<file path="src/rtl/addsub_accumulator_pkg.sv">
// Shared encodings for the add/subtract accumulator: command opcodes,
// control FSM states and the registered flag bundle.
package addsub_accumulator_pkg;

   localparam int DEFAULT_WIDTH = 4;

   typedef enum logic [1:0] {
      OP_CLR  = 2'b00,
      OP_LOAD = 2'b01,
      OP_ADD  = 2'b10,
      OP_SUB  = 2'b11
   } op_e;

   typedef enum logic [1:0] {
      IDLE = 2'b00,
      EXEC = 2'b01,
      RESP = 2'b10
   } state_e;

   typedef struct packed {
      logic carry;
      logic overflow;
      logic zero;
      logic neg;
   } flags_t;

endpackage

</file>
<file path="src/rtl/addsub_accumulator_addsub_unit.sv">
// Purely combinational WIDTH-bit two's-complement adder/subtractor.
// Subtraction is a + ~b + 1, so carry is the no-borrow indication.
module addsub_unit
   import addsub_accumulator_pkg::*;
#(
   parameter int WIDTH = DEFAULT_WIDTH
) (
   input  logic [WIDTH-1:0] a,
   input  logic [WIDTH-1:0] b,
   input  logic             sub,
   output logic [WIDTH-1:0] sum,
   output logic             carry,
   output logic             overflow
);

   logic [WIDTH-1:0] b_eff;
   logic [WIDTH:0]   c;

   // The +1 of the subtract is injected as the carry into bit 0.
   assign c[0] = sub;

   generate
      for (genvar gi = 0; gi < WIDTH; gi++) begin : g_bit
         assign b_eff[gi] = b[gi] ^ sub;
         assign sum[gi]   = a[gi] ^ b_eff[gi] ^ c[gi];
         assign c[gi+1]   = (a[gi] & b_eff[gi]) | (c[gi] & (a[gi] ^ b_eff[gi]));
      end
   endgenerate

   assign carry    = c[WIDTH];
   assign overflow = (a[WIDTH-1] == b_eff[WIDTH-1]) && (sum[WIDTH-1] != a[WIDTH-1]);

endmodule

</file>
<file path="src/rtl/addsub_accumulator.sv">
// Command-driven accumulator: accepts CLR/LOAD/ADD/SUB over valid/ready,
// updates the accumulator one cycle later and holds the result until consumed.
module addsub_accumulator
   import addsub_accumulator_pkg::*;
#(
   parameter int WIDTH = DEFAULT_WIDTH
) (
   input  logic             clk,
   input  logic             reset,
   input  logic             in_valid,
   output logic             in_ready,
   input  logic [1:0]       in_op,
   input  logic [WIDTH-1:0] in_operand,
   output logic             out_valid,
   input  logic             out_ready,
   output logic [WIDTH-1:0] out_result,
   output logic             out_carry,
   output logic             out_overflow,
   output logic             out_zero,
   output logic             out_neg
);

   state_e           state_q, state_d;
   op_e              op_q;
   logic [WIDTH-1:0] operand_q;
   logic [WIDTH-1:0] acc_q, acc_d;
   flags_t           flags_q, flags_d;

   logic             accept;
   logic             execute;

   logic [WIDTH-1:0] unit_sum;
   logic             unit_carry;
   logic             unit_overflow;

   logic [WIDTH-1:0] res;
   logic             res_carry;
   logic             res_overflow;

   // ---------------------------------------------------------------- FSM
   always_ff @(posedge clk or posedge reset) begin
      if (reset) begin
         state_q <= IDLE;
      end else begin
         state_q <= state_d;
      end
   end

   always_comb begin
      state_d = state_q;
      case (state_q)
         IDLE:    if (in_valid)  state_d = EXEC;
         EXEC:                   state_d = RESP;
         RESP:    if (out_ready) state_d = IDLE;
         default:                state_d = IDLE;
      endcase
   end

   // in_ready is gated by reset so upstream never sees a handshake during reset.
   always_comb begin
      in_ready  = 1'b0;
      out_valid = 1'b0;
      accept    = 1'b0;
      execute   = 1'b0;
      case (state_q)
         IDLE: begin
            in_ready = ~reset;
            accept   = in_valid;
         end
         EXEC:    execute   = 1'b1;
         RESP:    out_valid = 1'b1;
         default: ;
      endcase
   end

   // ------------------------------------------------------ command capture
   always_ff @(posedge clk or posedge reset) begin
      if (reset) begin
         op_q      <= OP_CLR;
         operand_q <= '0;
      end else if (accept) begin
         op_q      <= op_e'(in_op);
         operand_q <= in_operand;
      end
   end

   // ------------------------------------------------------------ datapath
   addsub_unit #(
      .WIDTH (WIDTH)
   ) u_addsub (
      .a        (acc_q),
      .b        (operand_q),
      .sub      (op_q == OP_SUB),
      .sum      (unit_sum),
      .carry    (unit_carry),
      .overflow (unit_overflow)
   );

   always_comb begin
      res          = '0;
      res_carry    = 1'b0;
      res_overflow = 1'b0;
      case (op_q)
         OP_CLR:  res = '0;
         OP_LOAD: res = operand_q;
         OP_ADD, OP_SUB: begin
            res          = unit_sum;
            res_carry    = unit_carry;
            res_overflow = unit_overflow;
         end
         default: res = '0;
      endcase
   end

   always_comb begin
      acc_d   = acc_q;
      flags_d = flags_q;
      if (execute) begin
         acc_d            = res;
         flags_d.carry    = res_carry;
         flags_d.overflow = res_overflow;
         flags_d.zero     = (res == '0);
         flags_d.neg      = res[WIDTH-1];
      end
   end

   always_ff @(posedge clk or posedge reset) begin
      if (reset) begin
         acc_q   <= '0;
         flags_q <= '0;
      end else begin
         acc_q   <= acc_d;
         flags_q <= flags_d;
      end
   end

   assign out_result   = acc_q;
   assign out_carry    = flags_q.carry;
   assign out_overflow = flags_q.overflow;
   assign out_zero     = flags_q.zero;
   assign out_neg      = flags_q.neg;

endmodule

</file>
<file path="config.mk">
export PLATFORM = sky130hd
export DESIGN_NAME = addsub_accumulator
export DESIGN_NICKNAME = d
export VERILOG_FILES = /design/src/rtl/addsub_accumulator_pkg.sv /design/src/rtl/addsub_accumulator_addsub_unit.sv /design/src/rtl/addsub_accumulator.sv
export SDC_FILE = /design/constraint.sdc
export NUM_CORES = 1
export LEC_CHECK = 0
export ABC_AREA = 0
export BUFFER_PORTS_ARGS = -buffer_cell sky130_fd_sc_hd__buf_2
export CORE_MARGIN = 8
export CORE_UTILIZATION = 45
export DETAILED_ROUTE_END_ITERATION = 8
export PLACE_DENSITY_LB_ADDON = 0.05
export SLEW_MARGIN = 20
export SYNTH_ARGS = -nofsm -noshare
export SYNTH_HDL_FRONTEND = slang
export SYNTH_SLANG_ARGS = --single-unit
</file>
<file path="constraint.sdc">
create_clock -name clk -period 5 [get_ports clk]
set_input_delay 0.25 -clock clk [delete_from_list [all_inputs] [get_ports clk]]
set_output_delay 0.25 -clock clk [all_outputs]
set_load 0.005 [all_outputs]
</file>
## Word level (Yosys, flattened, before mapping)

Index checks and enable logic that the tools add are counted.

| word-level totals | value |
|---|---|
| output and inout bits | 10 |
| logic and storage cells | 58 |
| bits in registers | 16 |

| cells by class | value |
|---|---|
| equal/unequal tests | 9 |
| multiplexer cells | 10 |
| bitwise operators | 25 |
| reductions and logical operators | 6 |

Operators by type and width:

| operator | count |
|---|---|
| $pmux 4 s3 | 1 |
| $xor 1x1->1 | 12 |
| $and 1x1->1 | 8 |
| $eq 2x2->1 const B | 3 |
| $mux 1 | 6 |
| $pmux 2 s3 | 1 |
| $eq 2x1->1 const B | 2 |
| $logic_not 2->1 | 2 |
| $logic_not 4->1 | 1 |
| $mux 2 | 2 |
| $ne 2x2->1 const B | 2 |
| $or 1x1->1 | 4 |
| $reduce_and 2->1 | 1 |
| $reduce_or 2->1 | 1 |
| $eq 1x1->1 | 1 |
| $logic_and 1x1->1 | 1 |
| $ne 1x1->1 | 1 |
| $not 1->1 | 1 |

## Longest topological paths before layout

Gate-level depths: netlist (run 1).

| logic depth | value |
|---|---|
| depth after elaboration | 13 |
| gate-level depth with buffers | 11 |

## Cells and area by module

From an unflattened synthesis (run 1), not the netlist that was laid out.

| unflattened totals | value |
|---|---|
| cell total of the unflattened synthesis | 70 |
| area total of the unflattened synthesis | 797.0 um^2 |

Modules (own cells, without submodules):

| module | area an instance (um^2) | cells an instance | instances |
|---|---|---|---|
| addsub_accumulator | 650.6 | 55 | 1 |
| addsub_unit | 146.4 | 15 | 1 |

## Worst setup path before layout (run 1)

No wires, ideal clock.

| timing path | value |
|---|---|
| path type | register -> register |
| start | reg op_q[1] |
| end | reg flags_q (netlist bit out_zero) |
| data arrival time | 2.337 ns |
| path buffers | 1 |
| clock period less this slack | 2.440 ns |
| slack | 2.560 ns |
| setup time | 0.104 ns |
| data required time | 4.896 ns |
| stages on the path, launching flop included | 11 |
| cell sequence | dfrtp_1 buf_2 nand2_1 xor2_1 fa_1 inv_1 fa_1 fa_1 nor2b_1 mux2i_1 o41ai_2 |

| on the way | value |
|---|---|
| cells in the longest elaborated chain, start to end | 12 |
| elaborated cells between the ends (all ways) | 28 |
| those cells by class | 3 x eq/ne; 1 x mux; 21 x bitwise; 3 x reduce/logical |

Ends and longest elaborated chain:

| element | line | source |
|---|---|---|
| start, declared | addsub_accumulator.sv:24 | `op_e op_q;` |
| start signal, assigned | addsub_accumulator.sv:82 | `op_q <= op_e'(in_op);` |
| $eq 2x2->1 | addsub_accumulator.sv:93, addsub_accumulator.sv:103 |  |
| $xor 1x1->1 | addsub_accumulator_addsub_unit.sv:24 | `assign b_eff[gi] = b[gi] ^ sub;` |
| $xor 1x1->1 | addsub_accumulator_addsub_unit.sv:25, addsub_accumulator_addsub_unit.sv:26 |  |
| $and 1x1->1 | addsub_accumulator_addsub_unit.sv:26 | `assign c[gi+1] = (a[gi] & b_eff[gi]) \| (c[gi] & (a[gi] ^ b_eff[gi]));` |
| $or 1x1->1 | addsub_accumulator_addsub_unit.sv:26 |  |
| $and 1x1->1 | addsub_accumulator_addsub_unit.sv:26 |  |
| $or 1x1->1 | addsub_accumulator_addsub_unit.sv:26 |  |
| $and 1x1->1 | addsub_accumulator_addsub_unit.sv:26 |  |
| $or 1x1->1 | addsub_accumulator_addsub_unit.sv:26 |  |
| $xor 1x1->1 | addsub_accumulator_addsub_unit.sv:25 | `assign sum[gi] = a[gi] ^ b_eff[gi] ^ c[gi];` |
| $pmux 4 s3 (*) | addsub_accumulator.sv:103 | `case (op_q)` |
| $logic_not 4->1 (*) | addsub_accumulator.sv:122 | `flags_d.zero = (res == '0);` |
| end signal, assigned | addsub_accumulator.sv:133 | `flags_q <= flags_d;` |
| end, declared | addsub_accumulator.sv:27 | `flags_t flags_q, flags_d;` |

Mark *: on every way between the ends. The rest lies on a longest branch, timed or not.
A chain may end at the register's enable or synchronous reset.

## Worst setup path after layout (run 1)

Same ends and word-level chain as after synthesis.

==> results of run 1 <==
-- state kept, by name, indices dropped and copies added, names as in the netlist --
register      cells
op_q              2
operand_q         4
out_carry         1
out_overflow      1
out_result        4
out_zero          1
state_q           2
-- logic make-up (layout without fill, tap and decap cells) --
kind of cell    after synthesis  after routing
compound gates               15             15
xor+xnor                      4              4
fa+ha+maj                     4              4
buf+inv                       8             28
flops                        15             15
mux                           7              7
simple gates                 17             17
-- final cells by class --
cell class / count / share of cell area [%]
multi-input cells: 47 / 41.7
flip-flops and latches: 15 / 40.7
repair buffers: 19 / 10.3
clock buffers: 3 / 2.44
well taps: 17 / 2.30
inverters: 5 / 2.03
clock inverters: 1 / 0.542
-- power breakdown --
group	switching, mW	internal, mW
Combinational	0.191	0.197
Sequential	0.0654	0.178
Clock	0.0406	0.0298
Total	0.297	0.404
-- layer usage --
metal	up-vias	part of all wire (%)	GRT usage, %
met3	4	5.0	3.53
met4	0	3.3	8.39
met1	275	48	12.8
met2	14	44	15.8
met5	-	0	0
li1	278	-	-
-- cell usage after synthesis (2+ instances only) --
master | instances | area (um^2)
xnor2_1 | 2 | 17.5
xor2_1 | 2 | 17.5
nor2_1 | 2 | 7.51
a21oi_1 | 2 | 10.0
dfrtp_1 | 15 | 375
fa_1 | 3 | 60.1
mux2_2 | 6 | 67.6
nand2_1 | 7 | 26.3
nor2b_1 | 2 | 12.5
o21ai_0 | 5 | 25.0
inv_1 | 5 | 18.8
nand2b_1 | 3 | 18.8
-- worst paths after layout --
kind	endpoint	startpoint	depth (start not counted)	slack, ns
max	out_zero	op_q[1]	9	2.36
min	operand_q[3]	reset	2	0.008
max reg2reg	out_zero	op_q[1]	9	2.36
min reg2reg	out_overflow	out_overflow	2	0.48
max in group asynchronous	out_result[0]	reset	2	4.61
min in group clk	state_q[1]	out_ready	2	0.15
==> impl_metrics.env, run 1 <==
export IMPL_synth_xor_area_share_pct=4.40
export IMPL_clock_tree_buffer_depth=2
export IMPL_period_share_pct=52.8
export IMPL_synth_compound_gate_area_share_pct=13.8
export IMPL_ir_worst_vdd_v=0.000343
export IMPL_setup_worst_path_end_class="flip-flop"
export IMPL_achievable_frequency_mhz=379
export IMPL_synth_ff_latch_count=15
export IMPL_critical_path_max_stage_delay_ns=0.55
export IMPL_final_instance_count_excl_fill=107
export IMPL_place_hpwl_mm=1.15
export IMPL_cp_common_cell="fa_1"
export IMPL_n_antenna_cell=0
export IMPL_postCtsHoldBufs=0
export IMPL_timing_final_ws_setup_ns=2.36
export IMPL_synthToLayoutAreaGrowth_pct=16.0
export IMPL_drt_wl_total_mm=1.47
export IMPL_placementRows=15
export IMPL_cp_max_fo=12
export IMPL_cts_tree="built"
export IMPL_via_per_inst=5.34
export IMPL_max_slew_margin_pct=62.1
export IMPL_ctsRootBufferMaster="clkbuf_4"
export IMPL_top_library_cells_by_usage_in_the_layout_fill_and_taps_aside="buf_2, dfrtp_1, nand2_1"
export IMPL_synth_edf_count=0
export IMPL_power_per_cell_area_nw_per_um2=760
export IMPL_design_core_area_um2=1690
export IMPL_timing_setup_tns_ns=0
export IMPL_cts_post_setup_buffers_inserted=0
export IMPL_drc_errors=0
export IMPL_synth_seq_area_share_pct=47.2
export IMPL_global_route_overflow_total=0
export IMPL_drt_iter0_drc=4
export IMPL_dr_pass1_iters=4
export IMPL_worstPathRequired_ns=5.18
export IMPL_setup_viol=0
export IMPL_final_seq_area_um2=375
export IMPL_dieArea_um2=3370
export IMPL_layout_cells_most_common="buf_2"
export IMPL_grt_start_max_net_pins=16
export IMPL_dieWidth_um=58.1
export IMPL_multi_input_comb_area_um2=385
export IMPL_io_pins=20
export IMPL_place_ws_ns=2.36
export IMPL_globalplace_congestion=0.746
export IMPL_share_of_cells_above_drive_strength_1_pct=34.4
export IMPL_finish_net_count=105
export IMPL_port_buffer_cells=19
export IMPL_setup_worst_path_start_class="flip-flop"
export IMPL_status="complete, no violations"
export IMPL_placedInstanceArea_um2=896
export IMPL_final_hold_violation_count=0
export IMPL_groute_usage_overall_pct=10.8
export IMPL_setup_worst_path_class="reg -> reg"
export IMPL_clk_latency_worst_skew_pair_ns=0.29
export IMPL_routedWlPerCell_um=13.8
export IMPL_yosysWarningCount=0
export IMPL_post_route_util_pct=54.7
export IMPL_power_static_leakage_nw=0.466
export IMPL_grt_first_pass_wirelength_mm=2.72
export IMPL_layout_cell_area_non_filler_um2=923
export IMPL_post_synth_and_or_nand_nor_area_fraction_pct=11.3
export IMPL_clkSlewWorstSetupHoldPaths_ns=0.09
export IMPL_cts_buf_count=3
export IMPL_synth_top_family_by_area="compound AO/OA/AOI/OAI gates"
export IMPL_min_delay_path_class="in -> async"
export IMPL_p_total_mw=0.702
export IMPL_die_y_um=58.1
export IMPL_final_min_clock_period_ns=2.64
export IMPL_cts_sinks=15
export IMPL_netlist_area_um2=796
export IMPL_detail_route_antenna_nets=0
export IMPL_vias=571
export IMPL_worst_ep_arrival_time_ns=2.82
export IMPL_first_global_vias=581
export IMPL_placed_cells_incl_taps=103
export IMPL_unrepaired_setup_endpoints_after_global_routing="no"
export IMPL_initial_antenna_violation_count=0
export IMPL_asyncSetResetFlopFracSynth_pct=100
export IMPL_synthMuxAreaShare_pct=9.75
export IMPL_cp_buffers_inverters=1
export IMPL_post_cts_gate_resize_count=0
export IMPL_initial_core_utilization_pct=47.1
export IMPL_worstMarginPinSlew_ns=0.568
export IMPL_fin_worst_skew_ns=0.00730
export IMPL_cpLargestDelayFamily="adder cells"
export IMPL_hold_ws_ns=0.00812
export IMPL_synth_fp_nets=84
export IMPL_avgSynthCellArea_um2=11.4
export IMPL_timing_max_transition_violations_final=0
export IMPL_synth_top_flop_cell="dfrtp_1"
export IMPL_crit_chain="nand2_1 > xor2_1 > fa_1 > inv_1 > fa_1 > fa_1 > nor2b_1 > mux2i_1 > o41ai_2"
export IMPL_highest_delay_cell_along_the_critical_path="dfrtp_1"
export IMPL_synthesis_instances=70
export IMPL_post_synth_num_cell_types=28
export IMPL_yosys_area_share_adder_pct=9.12
export IMPL_h_tree_depth=1
export IMPL_fillCellCount=159
export IMPL_cap_viol_max_count=0
Note: power is estimated with default switching activity, not from simulation.
==> run 2, diff against run 1 <==
--- a/config.mk
+++ b/config.mk
@@ -5,7 +5,7 @@
 export SDC_FILE = /design/constraint.sdc
 export NUM_CORES = 1
 export LEC_CHECK = 0
-export ABC_AREA = 0
+export ABC_AREA = 1
 export BUFFER_PORTS_ARGS = -buffer_cell sky130_fd_sc_hd__buf_2
 export CORE_MARGIN = 8
 export CORE_UTILIZATION = 45
==> constraint.sdc (replaced) <==
create_clock -name clk -period 2.3 [get_ports clk]
set_input_delay 0.115 -clock clk [delete_from_list [all_inputs] [get_ports clk]]
set_output_delay 0.115 -clock clk [all_outputs]
set_load 0.005 [all_outputs]
==> run 2 against run 1 <==
  * Core utilization up 2.7 points
  * Setup slack worse by 2.3 ns
  * Total power up 100%
  * Global-route usage up 1.1 points
  * Non-clock buffer count up 4
  * Synthesized cell count up 39%
  * Hold slack better by 0.0057 ns
  * Final area up 6.1%
  * Combinational power up 100%
  * Routed wire length up 11%
  * Critical endpoint unchanged
  * Highest routed layer unchanged
==> impl_metrics.env, run 2 <==
export IMPL_cp_max_fo=3
export IMPL_synth_most_common_cell="nand2_1"
export IMPL_power_share_clock_pct=10.6
export IMPL_period_share_pct=95.5
export IMPL_drc_errors=0
export IMPL_reg2reg_slack_ns=0.10
export IMPL_clock_tree_buffer_depth=2
export IMPL_layout_cells_most_common="nand2_1"
export IMPL_n_antenna_cell=0
export IMPL_status="complete, no violations"
export IMPL_placedInstanceArea_um2=933
export IMPL_vias=655
export IMPL_asyncSetResetFlopFracSynth_pct=100
export IMPL_dieWidth_um=58.2
export IMPL_placementRows=15
export IMPL_final_seq_area_um2=375
export IMPL_place_hpwl_mm=1.31
export IMPL_worstPathRequired_ns=2.48
export IMPL_reg2reg_to="out_zero"
export IMPL_synth_fp_nets=111
export IMPL_fin_worst_skew_ns=0.00410
export IMPL_swShare_pct=44.7
export IMPL_globalplace_congestion=0.850
export IMPL_synth_seq_area_share_pct=46.9
export IMPL_initial_antenna_violation_count=0
export IMPL_worstMarginPinSlew_ns=0.569
export IMPL_power_static_leakage_nw=0.531
export IMPL_dieArea_um2=3380
export IMPL_synthesis_instances=97
export IMPL_global_route_overflow_total=0
export IMPL_worst_ep_arrival_time_ns=2.38
export IMPL_yosysTopAreaCellShare_pct=46.9
export IMPL_multi_input_comb_area_um2=370
export IMPL_synthToLayoutAreaGrowth_pct=22.5
export IMPL_ctsRootBufferMaster="clkbuf_4"
export IMPL_design_core_area_um2=1710
export IMPL_clk_latency_worst_skew_pair_ns=0.29
export IMPL_synth_edf_count=0
export IMPL_synth_top_flop_cell="dfrtp_1"
export IMPL_synth_ff_latch_count=15
export IMPL_seqPwrFrac_pct=33.7
export IMPL_grt_start_max_net_pins=16
export IMPL_cts_buf_count=3
export IMPL_setup_worst_path_end_class="flip-flop"
export IMPL_netlist_area_um2=800
export IMPL_cts_post_setup_buffers_inserted=0
export IMPL_setup_viol=0
export IMPL_groute_usage_overall_pct=12.0
export IMPL_p_sw_mw=0.638
export IMPL_hold_path_cell_count=3
export IMPL_max_slew_margin_pct=62.0
export IMPL_drt_iter0_drc=9
export IMPL_achievable_frequency_mhz=455
export IMPL_synth_largest_area_cell="dfrtp_1"
export IMPL_post_synth_num_cell_types=17
export IMPL_cap_viol_max_count=0
export IMPL_cts_tree="built"
export IMPL_ir_worst_vdd_v=0.000739
export IMPL_share_of_cells_above_drive_strength_1_pct=27.0
export IMPL_setup_worst_path_class="reg -> reg"
export IMPL_unrepaired_setup_endpoints_after_global_routing="yes"
export IMPL_cts_sinks=15
export IMPL_avgSynthCellArea_um2=8.24
export IMPL_routedWlPerCell_um=11.1
export IMPL_pwr_share_comb_pct=55.7
export IMPL_yosysWarningCount=0
export IMPL_grt_first_pass_wirelength_mm=3.11
export IMPL_fillCellCount=158
export IMPL_drt_wl_total_mm=1.64
export IMPL_setup_worst_path_start_class="flip-flop"
export IMPL_power_per_cell_area_nw_per_um2=1460
export IMPL_timing_max_transition_violations_final=0
export IMPL_port_buffer_cells=19
export IMPL_p_int_mw=0.790
export IMPL_min_delay_path_class="in -> reg"
export IMPL_h_tree_depth=1
export IMPL_layout_cell_area_non_filler_um2=980
export IMPL_worstRegToRegCells=12
export IMPL_p_total_mw=1.43
export IMPL_io_pins=20
export IMPL_dr_pass1_iters=4
export IMPL_initial_core_utilization_pct=46.8
export IMPL_first_global_vias=680
export IMPL_placed_cells_incl_taps=142
export IMPL_final_instance_count_excl_fill=147
export IMPL_holdPathEnd="operand_q[1]"
export IMPL_detail_route_antenna_nets=0
export IMPL_synth_area_top_cells="dfrtp_1, nand2_1, fa_1"
export IMPL_min_delay_start="in_operand[1]"
export IMPL_final_min_clock_period_ns=2.20
export IMPL_clkSlewWorstSetupHoldPaths_ns=0.09
export IMPL_top_library_cells_by_usage_in_the_layout_fill_and_taps_aside="nand2_1, buf_2, dfrtp_1"
export IMPL_via_per_inst=4.46
export IMPL_regToRegStartpoint="op_q[1]"
export IMPL_top_post_synthesis_cells_by_count="nand2_1, dfrtp_1, inv_1"
export IMPL_die_y_um=58.2
export IMPL_final_hold_violation_count=0
export IMPL_finish_net_count=137
## run 2: layout make-up
type / count / share of cell area, %
inverters: 13 / 4.98
flip-flops and latches: 15 / 38.3
multi-input cells: 67 / 37.8
clock buffers: 4 / 2.68
repair buffers: 23 / 13.0
well taps: 25 / 3.19
## run 2: stage by stage
step                TNS [ns]  hold slack (ns)  utilization (%)  worst slack, ns
floorplan                  0           0.0165                -           0.0119
global placement           0            0.206             54.7           0.0945
detailed placement         0            0.216             54.7           0.0464
CTS                        0          0.00922             56.8           0.0284
global route         -0.0620           0.0231             57.4          -0.0620
finish                     0           0.0138             57.4            0.103
## run 2: how the worst max path moves through the flow
stage | start | to | cells past startpoint | slack, ns
CTS | operand_q[0] | out_zero | 11 | 0.03
global route | op_q[0] | out_zero | 12 | -0.06
global placement | op_q[1] | out_zero | 11 | 0.09
floorplan | op_q[1] | out_zero | 11 | 0.01
detailed placement | operand_q[0] | out_zero | 11 | 0.05
finish | op_q[1] | out_zero | 12 | 0.10
## run 2: routing by layer
layer | global-route usage, % | routed length, um | vias up
li1 | - | - | 348
met5 | 0 | 0 | -
met3 | 4.64 | 99 | 2
met4 | 6.29 | 21 | 0
met1 | 13.4 | 742 | 291
met2 | 19.1 | 774 | 14
## run 2: logic make-up (layout without fill, tap and decap cells)
family	after synthesis	after routing	share of synthesized area, %
flops	15	15	46.9
simple gates	50	50	25.8
buf+inv	15	40	7.98
fa+ha+maj	4	4	9.08
xor+xnor	4	4	4.38
compound gates	9	9	5.79
## run 2: critical path, cell delays in order (launching register included)
cell,delay (ns)
dfrtp_1,0.39
nand2_2,0.10
nand2_1,0.05
o21ai_1,0.10
fa_1,0.20
inv_1,0.05
fa_1,0.37
fa_1,0.52
nand2_1,0.07
nand2_1,0.06
nor2_1,0.03
nand3_1,0.07
nand2_1,0.05
## run 2: power groups by stage
stage / clock, mW / sequential, mW / combinational [mW]
6_report: 0.151 / 0.482 / 0.795
5_1_grt: 0.160 / 0.507 / 0.944
4_1_cts: 0.155 / 0.478 / 0.797
3_5_place_dp: 0 / 0.483 / 0.790
3_3_place_gp: 0 / 0.477 / 0.783
2_1_floorplan: 0 / 0.486 / 0.563
## run 2: repair_timing
item | 4_1_cts | 5_1_grt
gates resized for setup | 0 | 4
hold buffers | 1 | 0
hold endpoints to repair | 15 | 0
setup endpoints to repair | 0 | 3
